<file path="config.mk">
export PLATFORM = sky130hd
export DESIGN_NAME = radar_lane_integrator
export DESIGN_NICKNAME = d
export VERILOG_FILES = /design/src/rtl/radar_lane_integrator.sv
export SDC_FILE = /design/constraint.sdc
export NUM_CORES = 1
export LEC_CHECK = 0
export ABC_AREA = 0
export BUFFER_PORTS_ARGS = -buffer_cell sky130_fd_sc_hd__buf_2
export CAP_MARGIN = 20
export CORE_MARGIN = 2
export CORE_UTILIZATION = 46
export CTS_CLUSTER_DIAMETER = 50
export DETAILED_ROUTE_END_ITERATION = 12
export HOLD_SLACK_MARGIN = 0.12
export PLACE_DENSITY = 0.62
export SLEW_MARGIN = 20
export SYNTH_ARGS = -nofsm -noshare
export SYNTH_HDL_FRONTEND = slang
export SYNTH_SLANG_ARGS = --single-unit
</file>
<file path="constraint.sdc">
create_clock -name clock -period 5.1 [get_ports clock]
set_input_delay 0.51 -clock clock [delete_from_list [all_inputs] [get_ports clock]]
set_output_delay 0.51 -clock clock [all_outputs]
set_load 0.005 [all_outputs]
</file>
<file path="src/rtl/radar_lane_integrator.sv">
// Two-lane non-coherent integrator: sums 5 samples per pixel in a 2-stage pipeline,
// tracks frame boundaries and serializes both lanes through a FIFO onto one output stream.
module radar_lane_integrator #(
   parameter int DATA_WIDTH = 16,
   parameter int SAMPLES    = 5,
   parameter int FIFO_DEPTH = 8
) (
   input  logic                             clock,
   input  logic                             reset,
   input  logic                             in_valid,
   output logic                             in_ready,
   input  logic [10:0]                      row_idx1,
   input  logic [10:0]                      col_idx1,
   input  logic [10:0]                      row_idx2,
   input  logic [10:0]                      col_idx2,
   input  logic [3:0]                       channel_num,
   input  logic [1:0]                       data_start,
   input  logic [1:0]                       data_end,
   input  logic [DATA_WIDTH*SAMPLES*2-1:0]  pixel_in,
   output logic                             out_valid,
   input  logic                             out_ready,
   output logic [10:0]                      out_row,
   output logic [10:0]                      out_col,
   output logic [3:0]                       out_channel,
   output logic [DATA_WIDTH+2:0]            out_sum,
   output logic                             out_sof,
   output logic                             out_eof,
   output logic [15:0]                      frame_count,
   output logic                             err_orphan,
   output logic                             err_restart
);

   localparam int SW = DATA_WIDTH + 3;
   localparam int PW = $clog2(FIFO_DEPTH);
   localparam int CW = PW + 1;
   localparam int EW = 11 + 11 + 4 + 1 + 1 + SW;

   typedef enum logic [0:0] {IDLE = 1'b0, IN_FRAME = 1'b1} state_t;

   state_t               state_r, state_next_s;
   logic                 accept_s;
   logic [1:0]           keep_s, sof_s, eof_s;
   logic                 orphan_s, restart_s, frame_done_s;
   logic [SW-1:0]        x_s [2][SAMPLES];
   logic [1:0][10:0]     row_s, col_s;

   logic [1:0]           a_v_r;
   logic [1:0][SW-1:0]   a_s01_r, a_s23_r, a_x4_r;
   logic [1:0][10:0]     a_row_r, a_col_r;
   logic [1:0]           a_sof_r, a_eof_r;
   logic [3:0]           a_ch_r;

   logic [1:0]           b_v_r;
   logic [1:0][SW-1:0]   b_sum_r;
   logic [1:0][10:0]     b_row_r, b_col_r;
   logic [1:0]           b_sof_r, b_eof_r;
   logic [3:0]           b_ch_r;

   logic [EW-1:0]        mem_r [FIFO_DEPTH];
   logic [PW-1:0]        wr_ptr_r, rd_ptr_r, wr2_s;
   logic [CW-1:0]        count_r, count_next_s;
   logic [1:0]           n_wr_s, inflight_next_s;
   logic [CW+1:0]        occ_s;
   logic                 rd_s, ready_next_s;
   logic [EW-1:0]        entry0_s, entry1_s;

   assign accept_s = in_valid & in_ready;
   assign row_s    = {row_idx2, row_idx1};
   assign col_s    = {col_idx2, col_idx1};

   // Frame state register.
   always_ff @(posedge clock) begin
      if (reset) begin
         state_r <= IDLE;
      end else begin
         state_r <= state_next_s;
      end
   end

   // Frame decisions for an accepted beat; an orphan beat carries no frame, so its end bits are ignored.
   always_comb begin
      state_next_s = state_r;
      keep_s       = 2'b00;
      sof_s        = 2'b00;
      eof_s        = 2'b00;
      orphan_s     = 1'b0;
      restart_s    = 1'b0;
      frame_done_s = 1'b0;
      if (accept_s) begin
         if ((state_r == IDLE) && (data_start == 2'b00)) begin
            orphan_s = 1'b1;
         end else begin
            if (data_start != 2'b00) begin
               restart_s = (state_r == IN_FRAME);
               if (data_start[0]) begin
                  keep_s = 2'b11;
                  sof_s  = 2'b01;
               end else begin
                  keep_s = 2'b10;
                  sof_s  = 2'b10;
               end
            end else begin
               keep_s = 2'b11;
            end
            if (data_end[0]) begin
               eof_s        = 2'b01;
               keep_s[1]    = 1'b0;
               sof_s[1]     = 1'b0;
               state_next_s = IDLE;
               frame_done_s = 1'b1;
            end else if (data_end[1]) begin
               eof_s        = 2'b10;
               state_next_s = IDLE;
               frame_done_s = 1'b1;
            end else begin
               state_next_s = IN_FRAME;
            end
         end
      end else begin
         state_next_s = state_r;
      end
   end

   // Zero-extend every sample to the accumulation width.
   always_comb begin
      for (int l = 0; l < 2; l++) begin
         for (int k = 0; k < SAMPLES; k++) begin
            x_s[l][k] = {3'b000, pixel_in[(l*SAMPLES+k)*DATA_WIDTH +: DATA_WIDTH]};
         end
      end
   end

   // Lane valids through both pipeline stages.
   always_ff @(posedge clock) begin
      if (reset) begin
         a_v_r <= 2'b00;
         b_v_r <= 2'b00;
      end else begin
         a_v_r <= keep_s;
         b_v_r <= a_v_r;
      end
   end

   // Pipeline datapath: stage A partial sums, stage B final sum.
   always_ff @(posedge clock) begin
      for (int l = 0; l < 2; l++) begin
         a_s01_r[l] <= x_s[l][0] + x_s[l][1];
         a_s23_r[l] <= x_s[l][2] + x_s[l][3];
         a_x4_r[l]  <= x_s[l][4];
         b_sum_r[l] <= a_s01_r[l] + a_s23_r[l] + a_x4_r[l];
      end
      a_row_r <= row_s;
      a_col_r <= col_s;
      a_sof_r <= sof_s;
      a_eof_r <= eof_s;
      a_ch_r  <= channel_num;
      b_row_r <= a_row_r;
      b_col_r <= a_col_r;
      b_sof_r <= a_sof_r;
      b_eof_r <= a_eof_r;
      b_ch_r  <= a_ch_r;
   end

   assign entry0_s = {b_row_r[0], b_col_r[0], b_ch_r, b_sof_r[0], b_eof_r[0], b_sum_r[0]};
   assign entry1_s = {b_row_r[1], b_col_r[1], b_ch_r, b_sof_r[1], b_eof_r[1], b_sum_r[1]};
   assign n_wr_s   = {1'b0, b_v_r[0]} + {1'b0, b_v_r[1]};
   assign wr2_s    = wr_ptr_r + PW'(b_v_r[0]);
   assign rd_s     = out_valid & out_ready;
   assign count_next_s = count_r + CW'(n_wr_s) - CW'(rd_s);

   // Every in-flight beat is reserved as two entries so the FIFO can never overflow.
   always_comb begin
      inflight_next_s = {1'b0, |keep_s} + {1'b0, |a_v_r};
      occ_s           = (CW+2)'(count_next_s) + (CW+2)'({inflight_next_s, 1'b0});
      ready_next_s    = (occ_s <= (CW+2)'(FIFO_DEPTH - 2));
   end

   // FIFO storage: lane 1 lands before lane 2 when both arrive together.
   always_ff @(posedge clock) begin
      if (b_v_r[0]) begin
         mem_r[wr_ptr_r] <= entry0_s;
      end
      if (b_v_r[1]) begin
         mem_r[wr2_s] <= entry1_s;
      end
   end

   // FIFO pointers, occupancy, flow control, frame counter and error pulses.
   always_ff @(posedge clock) begin
      if (reset) begin
         wr_ptr_r    <= {PW{1'b0}};
         rd_ptr_r    <= {PW{1'b0}};
         count_r     <= {CW{1'b0}};
         in_ready    <= 1'b0;
         frame_count <= 16'd0;
         err_orphan  <= 1'b0;
         err_restart <= 1'b0;
      end else begin
         wr_ptr_r    <= wr_ptr_r + PW'(n_wr_s);
         rd_ptr_r    <= rd_ptr_r + PW'(rd_s);
         count_r     <= count_next_s;
         in_ready    <= ready_next_s;
         frame_count <= frame_done_s ? frame_count + 16'd1 : frame_count;
         err_orphan  <= orphan_s;
         err_restart <= restart_s;
      end
   end

   assign out_valid = (count_r != {CW{1'b0}});

   // Head fields are forced to zero while the FIFO is empty so stale entries never show.
   always_comb begin
      if (out_valid) begin
         {out_row, out_col, out_channel, out_sof, out_eof, out_sum} = mem_r[rd_ptr_r];
      end else begin
         {out_row, out_col, out_channel, out_sof, out_eof, out_sum} = {EW{1'b0}};
      end
   end

endmodule
</file>
==> results of run 1 <==
-- kinds of logic (layout without fill, tap and decap cells) --
logic type	Yosys count	in the layout
flops	652	652
mux	487	487
simple gates	334	334
compound gates	312	312
fa+ha+maj	159	159
buf+inv	129	584
xor+xnor	116	116
-- layer usage --
| layer | track usage [%] | routed length, µm |
|---|---|---|
| met3 | 3.10 | 3530 |
| met4 | 6.14 | 1420 |
| met2 | 37.0 | 35900 |
| met1 | 27.3 | 31100 |
| met5 | 0 | 12 |
-- through the flow --
stage / total power [mW] / hold WS [ns] / setup slack, ns
after global placement: 12.0 / 0.313 / 1.55
after floorplan: 10.5 / 0.310 / 0.523
after global routing: 18.6 / 0.132 / 1.07
final: 17.6 / 0.152 / 1.42
after detailed placement: 12.2 / 0.312 / 1.47
after CTS: 17.8 / 0.121 / 1.40
-- power groups by stage --
stage                     sequential (mW)  clock (mW)  combinational, mW
after floorplan                      6.50           0               4.04
after detailed placement             6.86           0               5.30
after global routing                 6.83        5.86               5.90
after global placement               6.84           0               5.18
after CTS                            6.76        5.64               5.38
final                                6.75        5.53               5.31
-- flip-flops by register name (all words and copies together) (netlist names), 16 cells and up --
signal       flops
mem_r          376
frame_count     16
a_x4_r          32
b_sum_r         38
a_col_r         22
a_row_r         22
b_row_r         22
b_col_r         22
a_s01_r         34
a_s23_r         34
-- area by class of cell --
class | count | area, µm²
clock buffers | 114 | 2290
clock inverters | 27 | 310
fillers | 5442 | 29300
inverters | 57 | 214
multi-input cells | 1408 | 13400
flip-flops and latches | 652 | 16800
well taps | 864 | 1080
repair buffers | 386 | 2420
-- worst paths after layout --
| check | start | to | slack (ns) | cells past startpoint |
|---|---|---|---|---|
| setup reg to reg | a_s01_r[19] | b_sum_r[36] | 1.42 | 14 |
| setup / recovery | a_s01_r[19] | b_sum_r[36] | 1.42 | 14 |
| hold / removal | pixel_in[112] | a_s23_r[19] | 0.15 | 2 |
| hold reg to reg | a_row_r[20] | b_row_r[20] | 0.32 | 0 |
-- cells in the final DEF, fill, tap and decap left out, drive strengths merged, types with 9 or more instances in the layout --
cell type,n
nand2b,10
nand4,14
nand3,14
nor2,147
inv,63
o21bai,19
clkbuf,114
mux4,94
a21oi,90
edfxtp,376
clkinv,15
mux2,345
dfxtp,276
mux2i,48
dlygate4sd3,83
xor2,38
a21o,35
o21a,34
ha,148
a31oi,9
buf,303
and3,10
nor2b,25
xnor2,78
a211oi,12
fa,11
o21ai,56
nor3,26
nand2,52
==> impl_metrics.json, run 1 <==
{
  "syn_area_um2": 30600,
  "critical_path_class": "register to register",
  "crit_path_end_kind": "register",
  "ir_drop_mv": 0.272,
  "switchingPower_mw": 5.37,
  "fp.dieW_um": 262,
  "startpoint_type": "register",
  "synth.largest_area_cell": "edfxtp_1",
  "synth_compound_area_share_pct": 6.75,
  "ys.flop_type": "edfxtp_1",
  "stdcell_count": 3508,
  "synth_xor_area_share_pct": 3.32,
  "rsz0062_at_grt": "false",
  "pwr-share-seq_pct": 38.4,
  "critPathMaxStageDelay_ns": 0.43,
  "hold_class": "input pin to register",
  "p_per_area_nw_per_um2": 481,
  "yosys.area.top_type_share_pct": 36.9,
  "antenna_cells": 0,
  "syn_to_final_growth_pct": 19.4,
  "grt_usage_pct": 21.1,
  "grt_pass1_wl_um": 112000,
  "synth-edff-count": 376,
  "path_cells": "ha_1 -> fa_1 -> a211oi_1 -> o21bai_1 -> a31oi_1 -> xnor2_1 -> ha_1 -> nand3_1 -> nor4_1 -> nor2_1 -> o211ai_1 -> nand2b_1 -> a21boi_0 -> xor2_1",
  "crit_slowest_cell": "fa_1",
  "coreArea_um2": 65900,
  "cts_hold_buf": 83,
  "drt_wl_total_um": 72000,
  "wl_per_cell_um": 20.5,
  "arrival_ns": 4.21,
  "num_vias": 19135,
  "antenna_found_initial": 2,
  "post-route-min-period_ns": 3.68,
  "ys_seq_elements": 652,
  "io_buffers": 282,
  "place.gp.congestion": 0.823,
  "hold_violations": 0,
  "path_common_cell": "ha_1",
  "drive_gt1_share_pct": 33.9,
  "worst_pin_slew_ns": 1.05,
  "netlist_instances": 2189,
  "cts_tree": "done",
  "die_h_um": 262,
  "grt_overflow_total": 0,
  "drt-pass1-iter-count": 5,
  "dpl_cell_area_um2": 33100,
  "clkPwrFrac_pct": 31.4,
  "skew_ns": 0.0216,
  "synth_cell_types": 76,
  "crit_family": "compound AO/OA/AOI/OAI gates",
  "post_cts_buffers": 0,
  "p_comb_share_pct": 30.2,
  "grt_pass1_vias": 20071,
  "htree_levels": 3,
  "cap_viol_max_count": 0,
  "slew_violations": 0,
  "ys_warn_count": 0,
  "ios": 283,
  "ys_seq_area_share_pct": 55.0,
  "antenna_left": 0,
  "synth_adder_area_share_pct": 6.77,
  "syn_nets": 2564,
  "synth_area_leaders": "edfxtp_1, dfxtp_1, mux2_2",
  "tns_ns": 0,
  "place_inst": 3284,
  "drc_errors": 0,
  "status": "finished clean",
  "clk_latency_ns": 0.61,
  "leakagePower_nw": 13.7,
  "post-route-util_pct": 55.5,
  "cts-buffers-inserted": 76,
  "synthMostInstantiatedCell": "edfxtp_1",
  "layout_worst_path_cycle_share_pct": 72.1,
  "path_clk_slew_ns": 0.06,
  "internal-power_mw": 12.2,
  "syn_avg_cell_area_um2": 14.0,
  "finalSetupViolCount": 0,
  "ys_async_sr_fraction_pct": 0,
  "max_freq_mhz": 272,
  "crit_fanout": 5,
  "synth-simple-area-share_pct": 5.25,
  "power.share.switching_pct": 30.5,
  "cts_resized": 0,
  "cts_root_buffer": "clkbuf_16",
  "fin_nets": 2956,
  "crit_required_ns": 5.64,
  "synth_top_family_by_area": "multiplexers",
  "timing.slew.headroom_pct": 29.9,
  "cts_buffer_depth": 3,
  "yosys-mux-area-fraction_pct": 21.2,
  "grt_max_degree": 51,
  "dp_hpwl_um": 44500,
  "final_area_um2": 36500,
  "die_area_um2": 68600,
  "path_buf_inv": 0,
  "ys_top_cells_by_count": "edfxtp_1, mux2_2, dfxtp_1",
  "clock-sinks": 652,
  "drt_iter0_markers": 1088,
  "initial_core_util_pct": 46.5,
  "viasPerCell": 5.45,
  "std_cell_rows": 94
}
No activity file was read; power rests on OpenSTA's default activity.
==> inputs of run 2 (changes only) <==
PLACE_DENSITY = 0.65   (was 0.62)
clock period = 3.3 ns   (was 5.1 ns; I/O delays follow)
==> run 2 against run 1 <==
Routed wire length increased by 3.6%. Total power increased by 63%. Clock power increased by 62%. First-iteration DRC count decreased by 2.7%. Utilization increased by 3.1 points. Setup slack got worse by 1.4 ns. Worst hold slack got worse by 0.0054 ns. Clock-buffer cell count decreased by 8. Critical endpoint is now b_sum_r[34]. Largest cell class unchanged. Largest power group unchanged.
==> impl_metrics.json, run 2 (synthesis gave the netlist of run 1 again) <==
{
  "status": "finished clean",
  "max_freq_mhz": 309,
  "grt_pass1_wl_um": 115000,
  "drive_gt1_share_pct": 36.1,
  "grt_usage_pct": 21.8,
  "rsz0062_at_grt": "true",
  "pwr-share-seq_pct": 36.2,
  "path_clk_slew_ns": 0.06,
  "initial_core_util_pct": 46.5,
  "wl_per_cell_um": 20.3,
  "leakagePower_nw": 14.6,
  "antenna_found_initial": 3,
  "crit_path_end_kind": "register",
  "die_area_um2": 68600,
  "startpoint_type": "register",
  "post-route-util_pct": 58.5,
  "critPathMaxStageDelay_ns": 0.36,
  "syn_to_final_growth_pct": 26.0,
  "internal-power_mw": 19.7,
  "place_inst": 3340,
  "fin_nets": 3114,
  "drt-pass1-iter-count": 5,
  "arrival_ns": 3.79,
  "cap_viol_max_count": 0,
  "crit_slowest_cell": "fa_2",
  "power_mw": 28.7,
  "worst_pin_slew_ns": 1.20,
  "post-route-min-period_ns": 3.24,
  "p_per_area_nw_per_um2": 744,
  "cts_root_buffer": "clkbuf_16",
  "met2_usage_pct": 39.7,
  "p_comb_share_pct": 32.5,
  "ios": 283,
  "dp_hpwl_um": 47700,
  "antenna_left": 0,
  "layout_worst_path_cycle_share_pct": 98.1,
  "io_buffers": 282,
  "timing.slew.headroom_pct": 19.5,
  "crit_required_ns": 3.85,
  "crit_family": "compound AO/OA/AOI/OAI gates",
  "slew_violations": 0,
  "grt_pass1_vias": 20960,
  "hold_violations": 0,
  "std_cell_rows": 94,
  "met3_usage_pct": 3.29,
  "path_buf_inv": 0,
  "drt_wl_total_um": 74600,
  "clock-sinks": 652,
  "largest_register_ffs": 376,
  "place.gp.congestion": 0.858,
  "cts_buffer_depth": 3,
  "finalSetupViolCount": 0,
  "clkPwrFrac_pct": 31.3,
  "drt_iter0_markers": 1059,
  "clk_latency_ns": 0.63,
  "cts-buffers-inserted": 80,
  "final_cell_mix": "edfxtp_1, mux2_2, buf_2",
  "dp_slack_ns": -0.174,
  "switchingPower_mw": 8.95,
  "grt_overflow_total": 0,
  "regMostFlops": "mem_r",
  "fin_ws_ns": 0.0640,
  "critical_path_class": "register to register",
  "drc_errors": 0,
  "path_cells": "ha_4 -> fa_2 -> a211oi_2 -> o21bai_1 -> a31oi_2 -> o21bai_1 -> a21oi_1 -> xnor2_1 -> ha_1 -> a21o_1 -> a21o_1 -> a2bb2oi_2 -> o211ai_1 -> a31oi_1 -> xnor2_1",
  "power.share.switching_pct": 31.2,
  "die_h_um": 262,
  "layout_commonest_cell": "edfxtp_1",
  "reg.largest.list": "mem_r (376), b_sum_r (38)",
  "htree_levels": 3,
  "grt_util_met1_pct": 26.7,
  "viasPerCell": 5.45,
  "stdcell_count": 3672,
  "crit_fanout": 3,
  "hold_class": "input pin to register",
  "grt_max_degree": 49,
  "fp.dieW_um": 262,
  "num_vias": 20001,
  "coreArea_um2": 65900,
  "cts_tree": "done",
  "skew_ns": 0.0198,
  "ir_drop_mv": 0.376,
  "busiest_layer": "met2",
  "whs_ns": 0.147
}
-- run 2: changes by cell type in the layout (fill, tap and decap cells not counted), sizes merged --
cell	delta
buf	+62
dlygate4sd3	+92
clkbuf	-8
inv	+5
clkinv	+11
bufinv	+1
diode	+1
-- run 2: cell type report --
| type | instances | area (µm²) |
|---|---|---|
| fill | 5193 | 27300 |
| sequential | 652 | 16800 |
| multi-input combinational | 1408 | 13600 |
| timing repair buffer | 540 | 4020 |
| clock buffer | 106 | 2240 |
| tap | 864 | 1080 |
| clock inverter | 44 | 551 |
| inverter | 57 | 214 |
| antenna | 1 | 2.50 |
-- run 2: power groups by stage --
stage	logic [mW]	registers [mW]	clock network, mW
after detailed placement	8.66	10.5	0
final	9.31	10.4	8.98
after CTS	8.94	10.4	9.17
after global routing	10.3	10.5	9.51
after floorplan	6.25	10.1	0
after global placement	8.48	10.5	0
-- run 2: metrics by stage --
| step | TNS (ns) | cell area (µm²) |
|---|---|---|
| final | 0 | 38500 |
| after global routing | -0.497 | 38500 |
| after CTS | -0.00493 | 38300 |
| after detailed placement | -0.769 | 33700 |
| after global placement | -0.487 | 33700 |
| after floorplan | -1.33 | 30600 |
-- run 2: worst paths after layout --
check,depth (start not counted),to,from,slack [ns]
setup / recovery,15,b_sum_r[34],a_s01_r[19],0.06
hold / removal,3,a_s01_r[29],pixel_in[90],0.15
setup reg to reg,15,b_sum_r[34],a_s01_r[19],0.06
hold reg to reg,0,b_ch_r[0],a_ch_r[0],0.32
-- run 2: repair_timing --
action,in CTS,in global routing
pin swaps,4,48
gates resized for setup,6,58
hold endpoints to repair,137,0
endpoints found under the setup margin,9,16
buffers inserted,0,6
hold buffers,175,0
-- run 2: tightest hold or removal path, cell delays in order --
cell,delay (ns)
buf_2,0.09
ha_1,0.20
xnor2_1,0.09
-- run 2: routing by layer --
metal | vias to the layer above | part of all wire, %
met5 | - | 0
met4 | 0 | 2.0
met3 | 99 | 4.7
met2 | 516 | 51
met1 | 9925 | 42
li1 | 9461 | -
